[config.mk]
export PLATFORM = sky130hd
export DESIGN_NAME = rf_instr_sequencer_flat
export DESIGN_NICKNAME = d
export VERILOG_FILES = /design/src/rtl/rf_seq_pkg.sv /design/src/rtl/rf_instr_sequencer_if.sv /design/src/rtl/rf_seq_alu.sv /design/src/rtl/rf_instr_sequencer.sv /design/src/flat_wrapper.sv
export SDC_FILE = /design/constraint.sdc
export NUM_CORES = 1
export LEC_CHECK = 0
export ABC_CLOCK_PERIOD_IN_PS = 2400
export CAP_MARGIN = 30
export CORE_MARGIN = 1.5
export CORE_UTILIZATION = 46
export CTS_CLUSTER_DIAMETER = 60
export DETAILED_ROUTE_END_ITERATION = 6
export GPL_TIMING_DRIVEN = 0
export HOLD_SLACK_MARGIN = 0.1
export PLACE_DENSITY = 0.81
export SLEW_MARGIN = 5
export SYNTH_ARGS = -nofsm -noshare
export SYNTH_HDL_FRONTEND = slang
export SYNTH_SLANG_ARGS = --single-unit
[constraint.sdc]
create_clock -name clk -period 2.4 [get_ports clk]
set_input_delay 0.72 -clock clk [delete_from_list [all_inputs] [get_ports clk]]
set_output_delay 0.72 -clock clk [all_outputs]
set_load 0.005 [all_outputs]
[src/rtl/rf_seq_pkg.sv]
// rf_seq_pkg: shared opcodes, state encoding and instruction field positions for the register-file sequencer.
package rf_seq_pkg;

    localparam int DATA_W  = 8;
    localparam int SEL_W   = 4;
    localparam int INSTR_W = 16;

    localparam logic [3:0] OP_NOP = 4'd0;
    localparam logic [3:0] OP_ADD = 4'd1;
    localparam logic [3:0] OP_SUB = 4'd2;
    localparam logic [3:0] OP_AND = 4'd3;
    localparam logic [3:0] OP_OR  = 4'd4;
    localparam logic [3:0] OP_XOR = 4'd5;
    localparam logic [3:0] OP_MOV = 4'd6;
    localparam logic [3:0] OP_LDI = 4'd7;
    localparam logic [3:0] OP_NOT = 4'd8;

    localparam int OP_HI  = 15;
    localparam int OP_LO  = 12;
    localparam int RD_HI  = 11;
    localparam int RD_LO  = 8;
    localparam int RA_HI  = 7;
    localparam int RA_LO  = 4;
    localparam int RB_HI  = 3;
    localparam int RB_LO  = 0;
    localparam int IMM_HI = 7;
    localparam int IMM_LO = 0;

    typedef enum logic [1:0] {
        S_IDLE = 2'd0,
        S_EXEC = 2'd1,
        S_WB   = 2'd2
    } state_e;

    function automatic logic is_write_op(input logic [3:0] op);
        return op >= OP_ADD && op <= OP_NOT;
    endfunction

endpackage

[src/rtl/rf_instr_sequencer_if.sv]
// rf_instr_sequencer_if: instruction handshake plus register-file read/write bus of the sequencer.
interface rf_instr_sequencer_if;
    import rf_seq_pkg::*;

    logic               instr_valid;
    logic               instr_ready;
    logic [INSTR_W-1:0] instr;
    logic [DATA_W-1:0]  rf_a;
    logic [DATA_W-1:0]  rf_b;
    logic [SEL_W-1:0]   a_sel;
    logic [SEL_W-1:0]   b_sel;
    logic [SEL_W-1:0]   wr_sel;
    logic [DATA_W-1:0]  wr_data;
    logic               wr_en;

    modport master (
        output instr_valid, instr, rf_a, rf_b,
        input  instr_ready, a_sel, b_sel, wr_sel, wr_data, wr_en
    );

    modport slave (
        input  instr_valid, instr, rf_a, rf_b,
        output instr_ready, a_sel, b_sel, wr_sel, wr_data, wr_en
    );

endinterface

[src/rtl/rf_seq_alu.sv]
// rf_seq_alu: combinational ALU; carry is the ADD carry-out or the SUB borrow.
module rf_seq_alu
    import rf_seq_pkg::*;
(
    input  logic [3:0]        op,
    input  logic [DATA_W-1:0] a,
    input  logic [DATA_W-1:0] b,
    input  logic [DATA_W-1:0] imm8,
    output logic [DATA_W-1:0] result,
    output logic              carry
);

    logic [DATA_W:0] sum;
    logic [DATA_W:0] diff;

    assign sum  = {1'b0, a} + {1'b0, b};
    assign diff = {1'b0, a} - {1'b0, b};

    always_comb begin
        result = '0;
        carry  = 1'b0;
        case (op)
            OP_ADD: {carry, result} = sum;
            OP_SUB: {carry, result} = diff;
            OP_AND: result = a & b;
            OP_OR:  result = a | b;
            OP_XOR: result = a ^ b;
            OP_MOV: result = a;
            OP_LDI: result = imm8;
            OP_NOT: result = ~a;
            default: result = '0;
        endcase
    end

endmodule

[src/rtl/rf_instr_sequencer.sv]
// rf_instr_sequencer: three-cycle IDLE/EXEC/WB sequencer driving the 16x8 register file.
// Define R15_WRITE_PROTECT_EN to make writes to r15 illegal.
module rf_instr_sequencer
    import rf_seq_pkg::*;
(
    input  logic                 clk,
    input  logic                 rst,
    rf_instr_sequencer_if.slave  bus,
    output logic                 done,
    output logic                 zero_flag,
    output logic                 carry_flag,
    output logic                 illegal_err
);

    state_e             state_q, state_d;
    logic [INSTR_W-1:0] instr_q, instr_d;
    logic [SEL_W-1:0]   a_sel_q, a_sel_d, b_sel_q, b_sel_d, wr_sel_q, wr_sel_d;
    logic [DATA_W-1:0]  wr_data_q, wr_data_d;
    logic               we_q, we_d, zero_q, zero_d, carry_q, carry_d, ill_q, ill_d;

    logic [3:0]         op;
    logic [SEL_W-1:0]   rd;
    logic [DATA_W-1:0]  alu_res;
    logic               alu_carry;
    logic               wr_op;
    logic               protect;

    assign op    = instr_q[OP_HI:OP_LO];
    assign rd    = instr_q[RD_HI:RD_LO];
    assign wr_op = is_write_op(op);

`ifdef R15_WRITE_PROTECT_EN
    assign protect = wr_op && rd == 4'hF;
`else
    assign protect = 1'b0;
`endif

    rf_seq_alu u_alu (
        .op     (op),
        .a      (bus.rf_a),
        .b      (bus.rf_b),
        .imm8   (instr_q[IMM_HI:IMM_LO]),
        .result (alu_res),
        .carry  (alu_carry)
    );

    always_comb begin
        state_d   = state_q;
        instr_d   = instr_q;
        a_sel_d   = a_sel_q;
        b_sel_d   = b_sel_q;
        wr_sel_d  = wr_sel_q;
        wr_data_d = wr_data_q;
        we_d      = we_q;
        zero_d    = zero_q;
        carry_d   = carry_q;
        ill_d     = ill_q;
        case (state_q)
            // Selects are loaded on acceptance so they are already valid throughout EXEC.
            S_IDLE: if (bus.instr_valid) begin
                instr_d = bus.instr;
                a_sel_d = bus.instr[RA_HI:RA_LO];
                b_sel_d = bus.instr[RB_HI:RB_LO];
                state_d = S_EXEC;
            end
            S_EXEC: begin
                wr_data_d = alu_res;
                wr_sel_d  = rd;
                we_d      = wr_op && !protect;
                zero_d    = we_d ? alu_res == '0 : zero_q;
                carry_d   = we_d && (op == OP_ADD || op == OP_SUB) ? alu_carry : carry_q;
                ill_d     = ill_q || op > OP_NOT || protect;
                state_d   = S_WB;
            end
            S_WB:    state_d = S_IDLE;
            default: state_d = S_IDLE;
        endcase
    end

    always_ff @(posedge clk or posedge rst) begin
        if (rst) begin
            state_q   <= S_IDLE;
            instr_q   <= '0;
            a_sel_q   <= '0;
            b_sel_q   <= '0;
            wr_sel_q  <= '0;
            wr_data_q <= '0;
            we_q      <= 1'b0;
            zero_q    <= 1'b0;
            carry_q   <= 1'b0;
            ill_q     <= 1'b0;
        end else begin
            state_q   <= state_d;
            instr_q   <= instr_d;
            a_sel_q   <= a_sel_d;
            b_sel_q   <= b_sel_d;
            wr_sel_q  <= wr_sel_d;
            wr_data_q <= wr_data_d;
            we_q      <= we_d;
            zero_q    <= zero_d;
            carry_q   <= carry_d;
            ill_q     <= ill_d;
        end
    end

    assign bus.instr_ready = state_q == S_IDLE && !rst;
    assign bus.a_sel       = a_sel_q;
    assign bus.b_sel       = b_sel_q;
    assign bus.wr_sel      = wr_sel_q;
    assign bus.wr_data     = wr_data_q;
    assign bus.wr_en       = state_q == S_WB && we_q;
    assign done            = state_q == S_WB;
    assign zero_flag       = zero_q;
    assign carry_flag      = carry_q;
    assign illegal_err     = ill_q;

endmodule

[src/flat_wrapper.sv]
// flat-port wrapper written by rule: the top's interface ports become plain ports
module rf_instr_sequencer_flat import rf_seq_pkg::*;
  (clk, rst, done, zero_flag, carry_flag, illegal_err, bus_instr_valid, bus_instr, bus_rf_a, bus_rf_b, bus_instr_ready, bus_a_sel, bus_b_sel, bus_wr_sel, bus_wr_data, bus_wr_en);
  rf_instr_sequencer_if bus_i ();
  input  logic clk;
  input  logic rst;
  output logic done;
  output logic zero_flag;
  output logic carry_flag;
  output logic illegal_err;
  input wire logic [$bits(bus_i.instr_valid)-1:0] bus_instr_valid;
  input wire logic [$bits(bus_i.instr)-1:0] bus_instr;
  input wire logic [$bits(bus_i.rf_a)-1:0] bus_rf_a;
  input wire logic [$bits(bus_i.rf_b)-1:0] bus_rf_b;
  output wire logic [$bits(bus_i.instr_ready)-1:0] bus_instr_ready;
  output wire logic [$bits(bus_i.a_sel)-1:0] bus_a_sel;
  output wire logic [$bits(bus_i.b_sel)-1:0] bus_b_sel;
  output wire logic [$bits(bus_i.wr_sel)-1:0] bus_wr_sel;
  output wire logic [$bits(bus_i.wr_data)-1:0] bus_wr_data;
  output wire logic [$bits(bus_i.wr_en)-1:0] bus_wr_en;
  assign bus_i.instr_valid = bus_instr_valid;
  assign bus_i.instr = bus_instr;
  assign bus_i.rf_a = bus_rf_a;
  assign bus_i.rf_b = bus_rf_b;
  assign bus_instr_ready = bus_i.instr_ready;
  assign bus_a_sel = bus_i.a_sel;
  assign bus_b_sel = bus_i.b_sel;
  assign bus_wr_sel = bus_i.wr_sel;
  assign bus_wr_data = bus_i.wr_data;
  assign bus_wr_en = bus_i.wr_en;
  rf_instr_sequencer u_core (.clk(clk), .rst(rst), .bus(bus_i), .done(done), .zero_flag(zero_flag), .carry_flag(carry_flag), .illegal_err(illegal_err));
endmodule
==> summary.md <==
| Metric | Value |
|---|---|
| Startpoint Class | input port |
| Worst-margin pin slew | 0.741 ns |
| Unrepaired setup endpoints after global routing | true |
| Start-to-end type of the worst setup path | in2reg |
| Layout Area Growth over Synthesis | 41.1% |
| Portion of total power attributed to sequential cells | 30.3% |
| Post-Syn Nets | 397 |
| Global router's overall resource usage | 25.7% |
| Largest net degree at the start of global routing | 19 |
| Worst clock skew on the final layout | 0.00415 ns |
| Area occupied by registers | 851 sq um |
| Die width | 82.7 microns |
| Fraction of synthesis flops using an asynchronous set or reset pin | 100% |
| Initial DRC Count | 216 |
| Critical path capture point type | flop |
| Avg Inst Size Synth | 8.69 sq um |
| Netlist area before placement | 2920 sq um |
| IR Drop Worst-Case VDD | 540 uV |
| Area share of the largest cell type after synthesis | 29.1% |
| Synth area leaders | dfrtp_1, ha_1, mux2_2, nand2_1, buf_4 |
| YS warnings | 0 |
| Total net switching power | 1.13 mW |
| Placeable core region | 6030 sq um |
| Violated checks | setup timing |
| Final hold violation count | 0 |
| Unique cell type count in the Yosys netlist | 62 |
| Max Buffers Root-to-Sink | 2 |
| PnR worst setup slack | -0.197 ns |
| Antenna Diode Count | 0 |
| Via count of the first global-routing pass | 2743 |
| Average wire per standard cell | 17.2 microns |
| Reg2reg path depth | 9 |
| Switching share of total power | 37.8% |
| Multi-input combinational cell area | 2040 sq um |
| Min Hold Slack | 0.471 ns |
| GP Congestion | 0.938 |
| Leakage power figure | 1.79 nW |
| Slew Limit Headroom | 50.6% |
| Number of instances on the worst hold path | 2 |
| Outcome | finished, violations left |
| Max Fanout on Critical Path | 3 |
| Worst-Skew Late Latency | 0.29 ns |
| Final antenna-violating net count | 0 |
| DR pass1 iterations | 5 |
| Initial antenna violation count | 0 |
| Part of the total power dissipated in combinational logic | 55.4% |
| H-tree Lvls | 2 |
| Post-synth top flop | dfrtp_1 |
| Sequential element share of the synthesized area | 29.1% |
| Top-level I/O count | 61 |
| Summed negative setup slack over all endpoints | -0.210 ns |
| Required time reported for the critical path endpoint | 2.58 ns |
| Finish-stage setup viols | 2 |
| CTS buffer count | 5 |
| Die Ht | 82.7 microns |
| Total number of placement rows | 28 |
| Number of buffers inserted by port buffering | 60 |
| Power per unit of standard cell area | 724 nW/um^2 |
| Starting density of the core | 48.4% |
| Aggregate global routing overflow | 0 |
| Final period utilization | 108% |
| Wire length of the first global-routing pass | 13300 microns |
| Count of final max-slew check failures | 0 |
| Fraction of final layout cells with drive strength greater than 1 | 30.9% |
| Clock network fraction of total power | 14.3% |
| Total clock sinks | 34 |
| Int Pwr | 1.85 mW |
| Hpwl dp | 6150 microns |
| Post-place setup slack | -1.26 ns |
| Via count | 2879 |
| Cell taking the most area after synthesis | dfrtp_1 |
| Post-DR vias/cell | 5.80 |
| Register clock-pin slew on the reported worst setup and hold paths | 0.07 ns |
| Worst Hold Class | reg2reg |
| Min Clock Period, post-route | 2.60 ns |
| Root cell of the clock tree | clkbuf_8 |
| Max frequency | 385 MHz |
| Number of enable flip-flop cells after synthesis | 0 |
| DRC Markers | 0 |
| Number of hold-repair buffers added at the cts stage | 0 |
| Max cap viols | 0 |
| Die outline area | 6830 sq um |
| Post-synthesis register bit count | 34 |
| Detailed-route wire length | 8510 microns |
| Layout fillers | 492 |
| Clock tree from TritonCTS | yes |
| Final #Nets | 481 |
| Gate count after technology mapping | 336 |
| Worst EP arrival | 2.78 ns |
## per-layer routing
| layer | GRT usage [%] | part of all wire [%] |
|---|---|---|
| met5 | 0 | 0 |
| met4 | 7.00 | 2.1 |
| met3 | 3.19 | 6.4 |
| met2 | 42.8 | 49 |
| met1 | 34.9 | 42 |
## power by group through the flow
stage | registers, mW | clock network, mW | logic (mW)
after floorplan | 0.881 | 0 | 0.896
after global placement | 0.900 | 0 | 1.46
after detailed placement | 0.908 | 0 | 1.49
after CTS | 0.902 | 0.435 | 1.58
after global routing | 0.921 | 0.466 | 1.78
final | 0.904 | 0.428 | 1.65
## flip-flops by register name (all words and copies together), names as in the netlist
| signal | cells |
|---|---|
| u_core.carry_flag | 1 |
| u_core.state_q | 2 |
| u_core.instr_q | 16 |
| u_core.bus.wr_data | 8 |
| u_core.bus.wr_sel | 4 |
| u_core.illegal_err | 1 |
| u_core.zero_flag | 1 |
| u_core.we_q | 1 |
## layout make-up
| cell class | count | area share [%] |
|---|---|---|
| multi-input combinational | 248 | 49.4 |
| sequential | 34 | 20.6 |
| timing repair buffer | 79 | 17.8 |
| buffer | 26 | 4.80 |
| inverter | 26 | 2.82 |
| tap | 75 | 2.28 |
| clock buffer | 7 | 2.10 |
| clock inverter | 1 | 0.121 |
## critical path, cell delays in order
cell and delay, ns:
buf_12 0.12, inv_16 0.04, ha_4 0.12, inv_2 0.04, fa_2 0.36, nor2b_4 0.15
o31ai_4 0.22, buf_4 0.15, mux2_4 0.31, o211ai_4 0.09, nor2_1 0.07, and4_4 0.18
a41o_1 0.21
## per-stage QoR
stage | util (%) | power, mW | cells | instance area [sq um]
2_1_floorplan | - | 1.78 | 336 | 2980
3_3_place_gp | 60.9 | 2.36 | 471 | 3670
3_5_place_dp | 61.4 | 2.40 | 472 | 3700
4_1_cts | 66.9 | 2.92 | 489 | 4030
5_1_grt | 68.4 | 3.17 | 496 | 4120
6_report | 68.4 | 2.98 | 496 | 4120
## final timing paths
path                                           startpoint                                to  slack (ns)
setup / recovery                              bus_rf_a[0]      u_core.zero_flag$_DFFE_PP0P_       -0.20
hold / removal              u_core.instr_q[8]$_DFFE_PP0P_  u_core.bus.wr_sel[0]$_DFFE_PP0P_        0.47
setup reg to reg           u_core.instr_q[13]$_DFFE_PP0P_      u_core.zero_flag$_DFFE_PP0P_        0.16
hold reg to reg             u_core.instr_q[8]$_DFFE_PP0P_  u_core.bus.wr_sel[0]$_DFFE_PP0P_        0.47
max in group asynchronous                             rst     u_core.state_q[1]$_DFFE_PP0P_        0.94
min in group asynchronous                             rst     u_core.instr_q[7]$_DFFE_PP0P_        0.92
## what timing repair did
action                                  in CTS  in global routing
setup buffers                               11                  7
pin swaps                                   18                 17
resized for setup                           72                 30
endpoints found under the setup margin      15                  4
## cells by family after synthesis
| kind of cell | after synthesis | share of synthesized area, % |
|---|---|---|
| mux | 22 | 8.27 |
| compound gates | 77 | 17.4 |
| buf+inv | 54 | 9.90 |
| flops | 34 | 29.1 |
| xor+xnor | 6 | 1.80 |
| fa+ha+maj | 26 | 11.7 |
| simple gates | 117 | 21.8 |
## cell usage in the layout (no fill, tap or decap), types with 8 or more instances in the layout
| cell | instances |
|---|---|
| nand2_1 | 44 |
| clkdlybuf4s50_1 | 44 |
| dfrtp_1 | 34 |
| buf_4 | 32 |
| mux2_2 | 16 |
| nor2_1 | 16 |
| a21oi_1 | 15 |
| inv_1 | 14 |
| ha_1 | 13 |
| o21ai_0 | 11 |
| inv_2 | 9 |
| ha_4 | 8 |
## cell usage after synthesis, types with 2 or more instances
master / instances
nand4_1: 2
nor3_1: 10
nor3b_1: 2
a21oi_1: 18
a22oi_1: 4
nand2b_1: 5
a31oi_1: 5
nor2_1: 18
nor4b_4: 2
nand2_1: 44
mux2_2: 17
nor2b_1: 5
a41oi_1: 2
o22ai_1: 7
o21ai_0: 15
mux2i_1: 5
a211o_1: 2
o31ai_1: 4
ha_1: 24
buf_1: 2
buf_2: 6
inv_1: 25
buf_6: 4
xor2_1: 2
fa_1: 2
and2_1: 2
nand3b_1: 3
clkbuf_1: 3
xnor2_1: 4
a32oi_1: 3
o211ai_1: 3
nor4_1: 3
or3_1: 2
nand3_1: 8
buf_4: 13
dfrtp_1: 34
Power figures use the tool's default switching activity.
